$ cat src/rtl/tomasulo_pkg.sv
// Shared Tomasulo core definitions: default widths, mul/div function codes
// and the reservation-station entry payload.
package tomasulo_pkg;

    localparam int DATA_W = 8;
    localparam int REG_W  = 4;
    localparam int ROB_W  = 3;

    localparam logic [3:0] FUNC_MUL = 4'b0010;
    localparam logic [3:0] FUNC_DIV = 4'b0011;

    typedef struct packed {
        logic [3:0]        func;
        logic [REG_W-1:0]  rd;
        logic [ROB_W-1:0]  rob_ind;
        logic              rs1_rdy;
        logic [REG_W-1:0]  rs1_tag;
        logic [DATA_W-1:0] rs1_data;
        logic              rs2_rdy;
        logic [REG_W-1:0]  rs2_tag;
        logic [DATA_W-1:0] rs2_data;
    } rs_entry_t;

endpackage

$ cat src/rtl/mul_rs_entry.sv
// One mul/div reservation-station entry: issue write with CDB bypass,
// per-operand CDB wakeup and an all-operands-ready flag.
module mul_rs_entry
    import tomasulo_pkg::*;
(
    input  logic              clk1,
    input  logic              rst_n,
    input  logic              wr_en,
    input  rs_entry_t         wr_ent,
    input  logic              clr,
    input  logic              cdb_valid,
    input  logic [REG_W-1:0]  cdb_rd,
    input  logic [DATA_W-1:0] cdb_data,
    output logic              valid,
    output rs_entry_t         ent,
    output logic              ready
);

    rs_entry_t wr_byp;
    logic      wake1;
    logic      wake2;

    // An operand whose producer broadcasts in the issue cycle is captured directly.
    always_comb begin
        wr_byp = wr_ent;
        if (cdb_valid && !wr_ent.rs1_rdy && (wr_ent.rs1_tag == cdb_rd)) begin
            wr_byp.rs1_rdy  = 1'b1;
            wr_byp.rs1_data = cdb_data;
        end
        if (cdb_valid && !wr_ent.rs2_rdy && (wr_ent.rs2_tag == cdb_rd)) begin
            wr_byp.rs2_rdy  = 1'b1;
            wr_byp.rs2_data = cdb_data;
        end
    end

    assign wake1 = valid && cdb_valid && !ent.rs1_rdy && (ent.rs1_tag == cdb_rd);
    assign wake2 = valid && cdb_valid && !ent.rs2_rdy && (ent.rs2_tag == cdb_rd);

    always_ff @(posedge clk1 or negedge rst_n) begin
        if (!rst_n) begin
            valid <= 1'b0;
            ent   <= '0;
        end else if (wr_en) begin
            valid <= 1'b1;
            ent   <= wr_byp;
        end else begin
            if (clr) begin
                valid <= 1'b0;
            end
            if (wake1) begin
                ent.rs1_rdy  <= 1'b1;
                ent.rs1_data <= cdb_data;
            end
            if (wake2) begin
                ent.rs2_rdy  <= 1'b1;
                ent.rs2_data <= cdb_data;
            end
        end
    end

    assign ready = valid && ent.rs1_rdy && ent.rs2_rdy;

endmodule

$ cat src/rtl/mul_rs_dispatch.sv
// Mul/div reservation station: holds issued ops, wakes operands from the CDB and
// dispatches the oldest ready op to the execution unit. MUL_RS_FLUSH_EN adds a flush input.
module mul_rs_dispatch
    import tomasulo_pkg::*;
#(
    parameter int NUM_ENT = 3,
    parameter int DATA_W  = tomasulo_pkg::DATA_W,
    parameter int REG_W   = tomasulo_pkg::REG_W,
    parameter int ROB_W   = tomasulo_pkg::ROB_W
) (
    input  logic              clk1,
    input  logic              rst_n,
`ifdef MUL_RS_FLUSH_EN
    input  logic              flush,
`endif
    input  logic              issue_valid,
    output logic              issue_ready,
    input  logic [3:0]        issue_func,
    input  logic [REG_W-1:0]  issue_rd,
    input  logic [ROB_W-1:0]  issue_rob_ind,
    input  logic              issue_rs1_rdy,
    input  logic              issue_rs2_rdy,
    input  logic [REG_W-1:0]  issue_rs1_tag,
    input  logic [REG_W-1:0]  issue_rs2_tag,
    input  logic [DATA_W-1:0] issue_rs1_data,
    input  logic [DATA_W-1:0] issue_rs2_data,
    input  logic              cdb_valid,
    input  logic [REG_W-1:0]  cdb_rd,
    input  logic [15:0]       cdb_data,
    input  logic              exec_done,
    output logic              ex_b,
    output logic [ROB_W-1:0]  rs_index,
    output logic [DATA_W-1:0] rs1_data,
    output logic [DATA_W-1:0] rs2_data,
    output logic [3:0]        func,
    output logic [REG_W-1:0]  rd,
    output logic [ROB_W-1:0]  rob_ind,
    output logic [1:0]        mul_count
);

    localparam int IDX_W = (NUM_ENT > 1) ? $clog2(NUM_ENT) : 1;
    localparam logic [1:0] FULL_CNT = 2'(NUM_ENT);

    logic [NUM_ENT-1:0] ent_valid;
    logic [NUM_ENT-1:0] ent_ready;
    logic [NUM_ENT-1:0] ent_wr;
    logic [NUM_ENT-1:0] ent_clr;
    rs_entry_t          ents [NUM_ENT];
    logic [IDX_W-1:0]   age  [NUM_ENT];

    rs_entry_t        iss_ent;
    logic             busy;
    logic [1:0]       count;
    logic [1:0]       survivors;
    logic             flush_now;
    logic             do_issue;
    logic             do_disp;
    logic             sel_found;
    logic [IDX_W-1:0] sel_idx;
    logic [IDX_W-1:0] free_idx;
    logic             cdb_hi_unused;

`ifdef MUL_RS_FLUSH_EN
    assign flush_now = flush;
`else
    assign flush_now = 1'b0;
`endif

    assign cdb_hi_unused = ^cdb_data[15:DATA_W];

    assign iss_ent = '{func: issue_func, rd: issue_rd, rob_ind: issue_rob_ind,
                       rs1_rdy: issue_rs1_rdy, rs1_tag: issue_rs1_tag, rs1_data: issue_rs1_data,
                       rs2_rdy: issue_rs2_rdy, rs2_tag: issue_rs2_tag, rs2_data: issue_rs2_data};

    // Age 0 is the oldest held op; ages of valid entries are always distinct.
    always_comb begin
        sel_found = 1'b0;
        sel_idx   = '0;
        free_idx  = '0;
        for (int unsigned i = 0; i < NUM_ENT; i++) begin
            if (ent_ready[i] && !busy && (!sel_found || (age[i] < age[sel_idx]))) begin
                sel_found = 1'b1;
                sel_idx   = IDX_W'(i);
            end
        end
        for (int unsigned i = NUM_ENT; i > 0; i--) begin
            if (!ent_valid[i-1]) begin
                free_idx = IDX_W'(i - 1);
            end
        end
    end

    assign issue_ready = (count < FULL_CNT);
    assign do_issue    = issue_valid && issue_ready && !flush_now;
    assign do_disp     = sel_found && !flush_now;
    assign survivors   = count - {1'b0, do_disp};
    assign mul_count   = count;

    for (genvar g = 0; g < NUM_ENT; g++) begin : g_ent
        assign ent_wr[g]  = do_issue && (free_idx == IDX_W'(g));
        assign ent_clr[g] = flush_now || (do_disp && (sel_idx == IDX_W'(g)));

        mul_rs_entry u_ent (
            .clk1      (clk1),
            .rst_n     (rst_n),
            .wr_en     (ent_wr[g]),
            .wr_ent    (iss_ent),
            .clr       (ent_clr[g]),
            .cdb_valid (cdb_valid),
            .cdb_rd    (cdb_rd),
            .cdb_data  (cdb_data[DATA_W-1:0]),
            .valid     (ent_valid[g]),
            .ent       (ents[g]),
            .ready     (ent_ready[g])
        );
    end

    always_ff @(posedge clk1 or negedge rst_n) begin
        if (!rst_n) begin
            busy     <= 1'b0;
            ex_b     <= 1'b0;
            rs_index <= '0;
            rs1_data <= '0;
            rs2_data <= '0;
            func     <= '0;
            rd       <= '0;
            rob_ind  <= '0;
            count    <= '0;
            for (int unsigned i = 0; i < NUM_ENT; i++) begin
                age[i] <= '0;
            end
        end else begin
            ex_b <= do_disp;
            if (do_disp) begin
                busy     <= 1'b1;
                rs_index <= ROB_W'(sel_idx);
                rs1_data <= ents[sel_idx].rs1_data;
                rs2_data <= ents[sel_idx].rs2_data;
                func     <= ents[sel_idx].func;
                rd       <= ents[sel_idx].rd;
                rob_ind  <= ents[sel_idx].rob_ind;
            end else if (exec_done) begin
                busy <= 1'b0;
            end

            if (flush_now) begin
                count <= '0;
            end else begin
                count <= survivors + {1'b0, do_issue};
            end

            // Removing any entry closes its gap in the age order; a new op goes to the back.
            for (int unsigned i = 0; i < NUM_ENT; i++) begin
                if (ent_wr[i]) begin
                    age[i] <= IDX_W'(survivors);
                end else if (do_disp && ent_valid[i] && (age[i] > age[sel_idx])) begin
                    age[i] <= age[i] - 1'b1;
                end
            end
        end
    end

endmodule

$ cat config.mk
export PLATFORM = sky130hd
export DESIGN_NAME = mul_rs_dispatch
export DESIGN_NICKNAME = d
export VERILOG_FILES = /design/src/rtl/tomasulo_pkg.sv /design/src/rtl/mul_rs_entry.sv /design/src/rtl/mul_rs_dispatch.sv
export SDC_FILE = /design/constraint.sdc
export NUM_CORES = 1
export LEC_CHECK = 0
export ABC_AREA = 0
export CAP_MARGIN = 5
export CORE_MARGIN = 2
export CORE_UTILIZATION = 56
export CTS_CLUSTER_SIZE = 16
export DETAILED_ROUTE_END_ITERATION = 10
export PLACE_DENSITY = 0.8
export SYNTH_ARGS = -nofsm -noshare
export SYNTH_HDL_FRONTEND = slang
export SYNTH_HIERARCHICAL = 1
export SYNTH_SLANG_ARGS = --single-unit
$ cat constraint.sdc
create_clock -name clk1 -period 5.15 [get_ports clk1]
set_clock_uncertainty 0.05 [all_clocks]
set_input_delay 0.7725 -clock clk1 [delete_from_list [all_inputs] [get_ports clk1]]
set_output_delay 0.7725 -clock clk1 [all_outputs]
set_load 0.01 [all_outputs]
==> flow_metrics.tcl, run 1 <==
set metrics [dict create \
    synthCells 686 \
    relSlewSlack_pct 29.3 \
    dieHeight_um 121 \
    power_density_mw_per_mm2 673 \
    cts.clk_slew.worst_paths_ns 0.06 \
    drc_errors 0 \
    antenna_found_initial 0 \
    p_total_mw 6.25 \
    setup.worst_path.end_class "register" \
    num_rows 42 \
    wl_per_cell_um 19.8 \
    synth.avg_cell_area_sq_um 11.2 \
    crit_type "register to register" \
    syn-cell-area_sq_mm 0.00769 \
    pre_cts_ws_ns 1.40 \
    ant_nets 0 \
    nets 834 \
    post_cts_resized 0 \
    yosys_most_used_dff "dfrtp_1" \
    grtUsageTotal_pct 27.1 \
    ys_warn_count 6 \
    place_congestion 0.905 \
    syn_nets 755 \
    grt_max_degree 118 \
    synthArstFlopShare_pct 100 \
    cts_setup_buffers 0 \
    numCtsBuffers 17 \
    ios 96 \
    first_global_vias 6067 \
    cp-start-kind "register" \
    status "completed" \
    synth_edf_count 0 \
    ys_types 55 \
    final_max_slew_viol_count 0 \
    crit_arrival_ns 4.06 \
    numPortBuffers 86 \
    yosysSeqAreaShare_pct 49.8 \
    tritoncts "yes" \
    setup_tns_ns 0 \
    clk_latency_ns 0.43 \
    drtPass1Iterations 8 \
    cp.required_ns 5.42 \
    drt_iter0_markers 636 \
    num_antenna_cells 0 \
    finalHoldViolations 0 \
    drive_gt1_share_pct 15.9 \
    worstMarginPinSlew_ns 1.06 \
    final_util_pct 69.6 \
    gr-total-overflow 0 \
    ys_seq_elements 153 \
    setup_ws_ns 1.36 \
    clock_sinks 153 \
    rsz0062_at_grt "no" \
    die_area_sq_mm 0.0147 \
    htreeDepth 4 \
    dp_hpwl_um 12400 \
    timing.fmax_mhz 264 \
    vias 5888 \
    viasPerCell 6.17 \
    leakagePower_nw 4.21 \
    cp_max_fo 8 \
    fill_cells 946 \
    core_area_sq_mm 0.0133 \
    cts_hold_buffers 0 \
    area_growth_pct 20.7 \
    clock_path_buffers 2 \
    die_x_um 121 \
    cts_root_buf "clkbuf_16" \
    min-delay-path-class "register to register" \
    grt_pass1_wl_um 30600 \
    wl_um 18900 \
    finalCritPeriodShare_pct 73.6 \
    start_util_pct 57.6 \
    min_period_ns 3.79 \
    maxCapViolations 0 \
    setup_viol_count_final 0 \
    ir_drop_uv 390 \
]
==> metrics by stage <==
stage | cell area (sq um) | hold slack (ns) | std cells
global placement | 8660 | 0.410 | 922
global route | 9290 | 0.447 | 954
floorplan | 7690 | 0.398 | 686
detailed placement | 8660 | 0.415 | 922
CTS | 9290 | 0.429 | 954
finish | 9290 | 0.424 | 954
==> where the power goes <==
group	switching [mW]	leakage [nW]	internal [mW]
Combinational	1.42	2.05	1.32
Sequential	0.370	1.86	1.81
Clock	0.491	0.306	0.834
==> critical path: stages (launching register included) <==
cell	delay (ns)
dfrtp_1	0.48
inv_1	0.08
ha_1	0.27
nand2_1	0.10
o211ai_4	0.23
mux2i_2	0.33
ha_1	0.29
o22ai_1	0.15
nand3_1	0.09
o31a_2	0.18
o21ai_0	0.33
ha_1	0.31
nor2_1	0.20
a21oi_2	0.07
o31a_1	0.24
o31a_1	0.27
==> Yosys cell counts (2+ instances only) <==
library cell	n	area share, %
nor2_1	32	1.6
nor3b_1	2	0.20
ha_1	7	1.1
dfrtp_1	153	50
mux2_2	57	8.3
a21oi_1	31	2.0
nand3_1	6	0.39
xor2_1	33	3.8
and3_1	30	2.4
o21ai_1	11	0.72
xnor2_1	17	1.9
a2bb2oi_1	5	0.57
mux2i_1	24	3.1
o31a_1	2	0.23
nor3_1	12	0.78
nand2_1	47	2.3
buf_6	6	0.88
nor3_2	6	0.78
buf_2	10	0.65
and2_4	3	0.34
nor2b_1	3	0.24
inv_1	26	1.3
nand4_2	6	0.98
mux2i_4	3	0.88
a31oi_1	2	0.16
buf_1	3	0.15
a221o_1	48	6.2
clkbuf_1	12	0.59
and2_1	28	2.3
nand4_1	5	0.41
or2_2	2	0.16
o311ai_1	4	0.46
a22oi_1	5	0.49
o21ai_0	24	1.6
==> final cells by class <==
class / count / area [sq um] / area share [%]
Clock buffer: 20 / 457 / 4.92
Sequential cell: 153 / 3830 / 41.2
Inverter: 27 / 101 / 1.09
Timing Repair Buffer: 92 / 907 / 9.77
Multi-Input combinational cell: 474 / 3600 / 38.8
Tap cell: 176 / 220 / 2.37
Clock inverter: 12 / 173 / 1.86
==> worst paths after layout <==
path	start	end	slack (ns)	cells after the start
setup / recovery	age[5]$_DFFE_PN0P_	age[4]$_DFFE_PN0P_	1.36	15
hold / removal	rs_index[1]$_DFFE_PN0N_	rs_index[1]$_DFFE_PN0N_	0.42	2
setup reg to reg	age[5]$_DFFE_PN0P_	age[4]$_DFFE_PN0P_	1.36	15
hold reg to reg	rs_index[1]$_DFFE_PN0N_	rs_index[1]$_DFFE_PN0N_	0.42	2
max in group asynchronous	rst_n	g_ent[1].u_ent/ent[9]$_DFFE_PN0P_	3.54	2
min in group asynchronous	rst_n	g_ent[2].u_ent/ent[4]$_DFFE_PN0P_	0.44	1
==> cell families (layout without fill, tap and decap cells) <==
| kind of cell | count (synthesis) | after routing | share of synthesized area [%] |
|---|---|---|---|
| AOI/OAI and AO/OA | 143 | 143 | 13.6 |
| xor gates and xnor gates | 50 | 50 | 5.69 |
| adders and majority gates | 7 | 7 | 1.14 |
| buffers and inverters | 59 | 151 | 3.68 |
| DFF | 153 | 153 | 49.8 |
| muxes | 86 | 86 | 12.7 |
| other | 1 | 1 | 0.0487 |
| and+or+nand+nor | 187 | 187 | 13.3 |
==> cell usage in the layout (no fill, tap or decap), types with 11 or more instances in the layout <==
| cell type | n |
|---|---|
| dfrtp_1 | 153 |
| clkdlybuf4s50_1 | 85 |
| mux2_2 | 57 |
| a221o_1 | 48 |
| nand2_1 | 47 |
| xor2_1 | 33 |
| nor2_1 | 32 |
| a21oi_1 | 31 |
| and3_1 | 30 |
| and2_1 | 28 |
| inv_1 | 26 |
| o21ai_0 | 24 |
| mux2i_1 | 24 |
| xnor2_1 | 17 |
| clkbuf_16 | 17 |
| nor3_1 | 12 |
| o21ai_1 | 11 |
==> per-layer routing <==
| layer | track usage, % | share of wire (%) | wire, um |
|---|---|---|---|
| met1 | 34.9 | 42 | 7930 |
| met2 | 43.6 | 48 | 9010 |
| met3 | 6.95 | 7.7 | 1450 |
| met4 | 11.3 | 2.9 | 540 |
| met5 | 0 | 0 | 0 |
==> flip-flops by register name, summed over array words and instances, names as in the netlist <==
signal	count
rs1_data	8
busy	1
rd	4
age	6
func	4
g_ent.u_ent/valid	3
rs2_data	8
g_ent.u_ent/ent	111
ex_b	1
rob_ind	3
mul_count	2
rs_index	2
(Power assumes the default switching activity.)
==> run 2, diff against run 1 <==
--- a/config.mk
+++ b/config.mk
@@ -8,10 +8,10 @@
 export ABC_AREA = 0
 export CAP_MARGIN = 5
 export CORE_MARGIN = 2
-export CORE_UTILIZATION = 56
+export CORE_UTILIZATION = 51
 export CTS_CLUSTER_SIZE = 16
 export DETAILED_ROUTE_END_ITERATION = 10
-export PLACE_DENSITY = 0.8
+export PLACE_DENSITY = 0.77
 export SYNTH_ARGS = -nofsm -noshare
 export SYNTH_HDL_FRONTEND = slang
 export SYNTH_HIERARCHICAL = 1
==> constraint.sdc (replaced) <==
create_clock -name clk1 -period 3.2 [get_ports clk1]
set_clock_uncertainty 0.05 [all_clocks]
set_input_delay 0.48 -clock clk1 [delete_from_list [all_inputs] [get_ports clk1]]
set_output_delay 0.48 -clock clk1 [all_outputs]
set_load 0.01 [all_outputs]
==> run 2 against run 1 <==
Against the previous run: the flow now finishes with violations (negative hold slack, negative setup slack); sequential cell count unchanged; wire length increased by 8.6%; via count increased by 2.8%; cell count increased by 3.7%; global-route usage decreased by 0.85 points; largest cell class unchanged.
==> flow_metrics.tcl, run 2 (synthesis gave the netlist of run 1 again) <==
set metrics [dict create \
    status "complete, but fails checks" \
    violations "negative hold slack, negative setup slack" \
    ff2ff_path_depth 15 \
    p_total_mw 10.8 \
    drc_errors 0 \
    crit_chain "ha_4, nand2_4, o211ai_4, mux2i_2, ha_1, o22ai_1, nand3_1, o31a_4, o21ai_4, ha_4, nor2_4, a21oi_2, a2bb2oi_1, or3_1, nand3_1" \
    die_x_um 127 \
    grt_pass1_wl_um 33000 \
    leakagePower_nw 4.38 \
    vias 6054 \
    maxCapViolations 0 \
    largest_register "g_ent.u_ent/ent" \
    drtPass1Iterations 5 \
    core_area_sq_mm 0.0146 \
    dieHeight_um 127 \
    crit_type "register to register" \
    die_area_sq_mm 0.0161 \
    setup_tns_ns -0.132 \
    num_rows 44 \
    numPortBuffers 86 \
    crit_arrival_ns 3.58 \
    min_period_ns 3.26 \
    fill_cells 1107 \
    finalCritPeriodShare_pct 102 \
    viasPerCell 6.12 \
    clock_path_buffers 2 \
    drive_gt1_share_pct 20.5 \
    rsz0062_at_grt "yes" \
    grt_max_degree 72 \
    min-delay-path-class "input pin to asynchronous set/reset pin" \
    p_seq_share_pct 32.4 \
    intPower_mw 6.78 \
    htreeDepth 4 \
    start_util_pct 52.5 \
    gr-total-overflow 0 \
    tritoncts "yes" \
    wl_per_cell_um 20.8 \
    clk_latency_ns 0.43 \
    register_area_sq_mm 0.00383 \
    final_common_cell "dfrtp_1" \
    finalNonFillerCells 989 \
    power_frac_clock_pct 20.5 \
    p_switching_mw 3.99 \
    pre_cts_ws_ns -0.122 \
    final_util_pct 65.9 \
    ant_nets 0 \
    fin_area_sq_mm 0.00965 \
    p_comb_share_pct 47.1 \
    area_growth_pct 25.5 \
    setup.worst_path.end_class "register" \
    clock_sinks 153 \
    num_antenna_cells 0 \
    dp_hpwl_um 13500 \
    wl_um 20600 \
    first_global_vias 6329 \
    multi_input_area_sq_mm 0.00371 \
    cp_max_fo 5 \
    sw_frac_of_total_pct 37.0 \
    cpPeakStageDelay_ns 0.42 \
    drt_iter0_markers 638 \
    antenna_found_initial 0 \
    power_density_mw_per_mm2 1120 \
    place_congestion 0.843 \
    setup_viol_count_final 3 \
    holdWs_ns -0.00463 \
    nets 861 \
    cts.clk_slew.worst_paths_ns 0.06 \
    r2r_start "age[3]$_DFFE_PN0P_" \
    finalHoldViolations 4 \
    cp.required_ns 3.51 \
    ios 96 \
    largest_reg_flops 111 \
    top_regs "g_ent.u_ent/ent (111), rs1_data (8), rs2_data (8)" \
    slowest_stage "dfrtp_1" \
    worstMarginPinSlew_ns 0.782 \
    place_area_sq_mm 0.00885 \
    r2r_slack_ns -0.06 \
    numCtsBuffers 17 \
    grtUsageTotal_pct 26.2 \
    cp-start-kind "register" \
    timing.fmax_mhz 306 \
    setup_ws_ns -0.0642 \
    reg2reg_to "age[0]$_DFFE_PN0P_" \
    relSlewSlack_pct 47.9 \
    final_max_slew_viol_count 0 \
    cts_root_buf "clkbuf_16" \
    dp.cells 950 \
    ir_drop_uv 569 \
    final_cell_mix "153 x dfrtp_1, 85 x clkdlybuf4s50_1, 57 x mux2_2" \
]
run 2: repair_timing:
| item | 4_1_cts | 5_1_grt |
|---|---|---|
| hold buffers | 0 | 0 |
| gates resized for setup | 6 | 11 |
| buffers inserted | 1 | 6 |
| pin swaps | 1 | 13 |
| setup endpoints to repair | 3 | 5 |
run 2: how the worst max path moves through the flow:
stage	start	endpoint	slack (ns)	depth (start not counted)
2_1_floorplan	age[5]$_DFFE_PN0P_	age[4]$_DFFE_PN0P_	0.008	16
3_3_place_gp	g_ent[1].u_ent/ent[25]$_DFFE_PN0P_	age[0]$_DFFE_PN0P_	0.06	15
3_5_place_dp	g_ent[1].u_ent/ent[25]$_DFFE_PN0P_	age[0]$_DFFE_PN0P_	-0.12	15
4_1_cts	age[3]$_DFFE_PN0P_	age[4]$_DFFE_PN0P_	0.001	15
5_1_grt	age[3]$_DFFE_PN0P_	age[4]$_DFFE_PN0P_	-0.14	14
6_report	age[3]$_DFFE_PN0P_	age[0]$_DFFE_PN0P_	-0.06	15
run 2: worst max-delay path, delay by kind of cell (launching register included):
family                     cells  cell delay [ns]
AOI/OAI and AO/OA              6             0.99
and+or+nand+nor                5             0.67
adders and majority gates      3             0.80
DFF                            1             0.42
muxes                          1             0.26
run 2: cell type report:
type	instances	area share (%)
sequential	153	39.7
timing repair buffer	119	11.8
inverter	27	1.05
clock inverter	12	1.93
clock buffer	20	4.83
tap	184	2.38
multi-input combinational	474	38.4
run 2: power by group through the flow:
stage	registers (mW)	logic [mW]	clock network, mW
floorplan	3.45	3.14	0
global placement	3.42	4.42	0
detailed placement	3.49	4.64	0
CTS	3.48	4.76	2.23
global route	3.60	5.50	2.31
finish	3.48	5.08	2.21
run 2: metal layers:
metal	vias to the layer above	track usage, %	wire (um)
met1	3019	32.9	8410
li1	2692	-	-
met2	282	44.2	10200
met3	61	6.41	1320
met4	0	9.83	639
met5	-	0	0
==> run 3, diff against run 2 <==
--- a/config.mk
+++ b/config.mk
@@ -7,10 +7,11 @@
 export LEC_CHECK = 0
 export ABC_AREA = 0
 export CAP_MARGIN = 5
-export CORE_MARGIN = 2
+export CORE_MARGIN = 3
 export CORE_UTILIZATION = 51
 export CTS_CLUSTER_SIZE = 16
 export DETAILED_ROUTE_END_ITERATION = 10
+export MAX_ROUTING_LAYER = met4
 export PLACE_DENSITY = 0.77
 export SYNTH_ARGS = -nofsm -noshare
 export SYNTH_HDL_FRONTEND = slang
==> run 3 against run 2 <==
Against the previous run: sequential power about the same; clock-buffer cell count shrank 2; the flow finishes with violations (negative setup slack); clock power fell by 9%; cell area is 0.34% higher; maximum frequency up 0.23%; setup slack better by 0.0076 ns; cell count up 0.30%; critical path depth shrank 1; utilization up 0.22 points; die area increased by 3.2%.
==> flow_metrics.tcl, run 3 (synthesis gave the netlist of run 1 again) <==
set metrics [dict create \
    place_area_sq_mm 0.00888 \
    power_frac_clock_pct 18.9 \
    nets 864 \
    clk_latency_ns 0.42 \
    timing.fmax_mhz 307 \
    place_congestion 0.892 \
    sw_frac_of_total_pct 37.5 \
    ant_nets 0 \
    crit_arrival_ns 3.52 \
    tritoncts "yes" \
    ios 96 \
    rsz0062_at_grt "yes" \
    cp.required_ns 3.46 \
    violations "negative setup slack" \
    num_rows 44 \
    maxCapViolations 0 \
    antenna_found_initial 0 \
    grt_pass1_wl_um 32200 \
    dp_hpwl_um 13500 \
    min-delay-path-class "input pin to asynchronous set/reset pin" \
    worstMarginPinSlew_ns 0.826 \
    fin_area_sq_mm 0.00969 \
    crit_type "register to register" \
    final_common_cell "dfrtp_1" \
    min_period_ns 3.26 \
    wl_um 20000 \
    grt_max_degree 88 \
    die_area_sq_mm 0.0166 \
    grtUsageTotal_pct 25.8 \
    finalCritPeriodShare_pct 102 \
    largest_register "g_ent.u_ent/ent" \
    top_regs "g_ent.u_ent/ent (111), rs1_data (8), rs2_data (8)" \
    setup.worst_path.end_class "register" \
    cts_hold_buffers 0 \
    power_density_mw_per_mm2 1110 \
    crit_start "age[3]$_DFFE_PN0P_" \
    cp_max_fo 3 \
    p_total_mw 10.7 \
    leakagePower_nw 4.38 \
    clock_sinks 153 \
    htreeDepth 4 \
    first_global_vias 6129 \
    p_comb_share_pct 48.8 \
    core_area_sq_mm 0.0146 \
    status "complete, but fails checks" \
    vias 5908 \
    numPortBuffers 86 \
    relSlewSlack_pct 44.9 \
    dieHeight_um 129 \
    final_cell_mix "153 x dfrtp_1, 85 x clkdlybuf4s50_1, 57 x mux2_2" \
    start_util_pct 52.5 \
    drtPass1Iterations 8 \
    final_max_slew_viol_count 0 \
    ir_drop_uv 651 \
    wl_per_cell_um 20.1 \
    r2r_start "age[3]$_DFFE_PN0P_" \
    area_growth_pct 25.9 \
    cts_root_buf "clkbuf_16" \
    drc_errors 0 \
    fill_cells 1094 \
    drive_gt1_share_pct 21.8 \
    p_seq_share_pct 32.3 \
    finalHoldViolations 0 \
    cts.clk_slew.worst_paths_ns 0.07 \
    setup_viol_count_final 3 \
    die_x_um 129 \
    drt_iter0_markers 549 \
    intPower_mw 6.71 \
    p_switching_mw 4.03 \
    clock_path_buffers 2 \
    cp-start-kind "register" \
    setup_ws_ns -0.0566 \
    num_antenna_cells 0 \
    largest_reg_flops 111 \
    gr-total-overflow 0 \
    numCtsBuffers 17 \
    viasPerCell 5.96 \
]
==> run 3: worst max-delay path, cell delays in order (launching register included) <==
cell and delay, ns:
dfrtp_1 0.41, ha_4 0.28, nand2_4 0.05, o211ai_4 0.18, mux2i_2 0.26, ha_1 0.27, o22ai_2 0.14, nand3_1 0.13
o31a_4 0.16, o21ai_4 0.27, ha_4 0.26, nor2_4 0.11, a21oi_2 0.05, o31a_1 0.24, o31a_1 0.27
==> run 3: per-stage QoR <==
stage	setup TNS (ns)	util (%)	cells	setup slack, ns	hold slack, ns
5_1_grt	-0.848	66.1	992	-0.167	0.112
6_report	-0.0799	66.1	992	-0.0566	0.0677
2_1_floorplan	0	-	686	0.00831	0.134
3_5_place_dp	-0.126	60.7	954	-0.0670	0.417
3_3_place_gp	0	60.7	954	0.0622	0.410
4_1_cts	-0.0270	65.2	990	-0.0270	0.0907
==> run 3: power groups by stage <==
stage | clock network (mW) | logic (mW) | registers, mW
after floorplan | 0 | 3.14 | 3.45
after global placement | 0 | 4.49 | 3.42
after detailed placement | 0 | 4.70 | 3.48
after CTS | 2.07 | 4.88 | 3.46
after global routing | 2.15 | 5.78 | 3.60
final | 2.02 | 5.24 | 3.47
==> run 3: layout make-up <==
cell class	instances	area [sq um]	share of cell area [%]
Tap cell	184	230	2.38
Inverter	27	106	1.10
Sequential cell	153	3830	39.5
Timing Repair Buffer	122	1160	12.0
Clock inverter	14	160	1.65
Multi-Input combinational cell	474	3760	38.8
Clock buffer	18	439	4.53
==> run 3: routing by layer <==
layer / wire length [um] / track usage, %
met5: 0 / -
met4: 267 / 7.97
met3: 1150 / 5.98
met2: 9970 / 41.6
met1: 8570 / 32.4
==> run 3: final timing paths <==
check	endpoint	slack [ns]	depth (start not counted)
max	age[4]$_DFFE_PN0P_	-0.06	14
min	g_ent[2].u_ent/ent[3]$_DFFE_PN0P_	0.07	1
max reg2reg	age[4]$_DFFE_PN0P_	-0.06	14
min reg2reg	rs2_data[1]$_DFFE_PN0N_	0.43	2
max in group asynchronous	g_ent[2].u_ent/ent[34]$_DFFE_PN0P_	2.17	2
min in group clk1	rs2_data[1]$_DFFE_PN0N_	0.43	2
==> run 3: what timing repair did <==
| action | CTS | global route |
|---|---|---|
| hold endpoints to repair | 0 | 0 |
| gates resized for setup | 7 | 26 |
| endpoints found under the setup margin | 3 | 27 |
| pin swaps | 4 | 10 |
| buffers inserted | 4 | 3 |
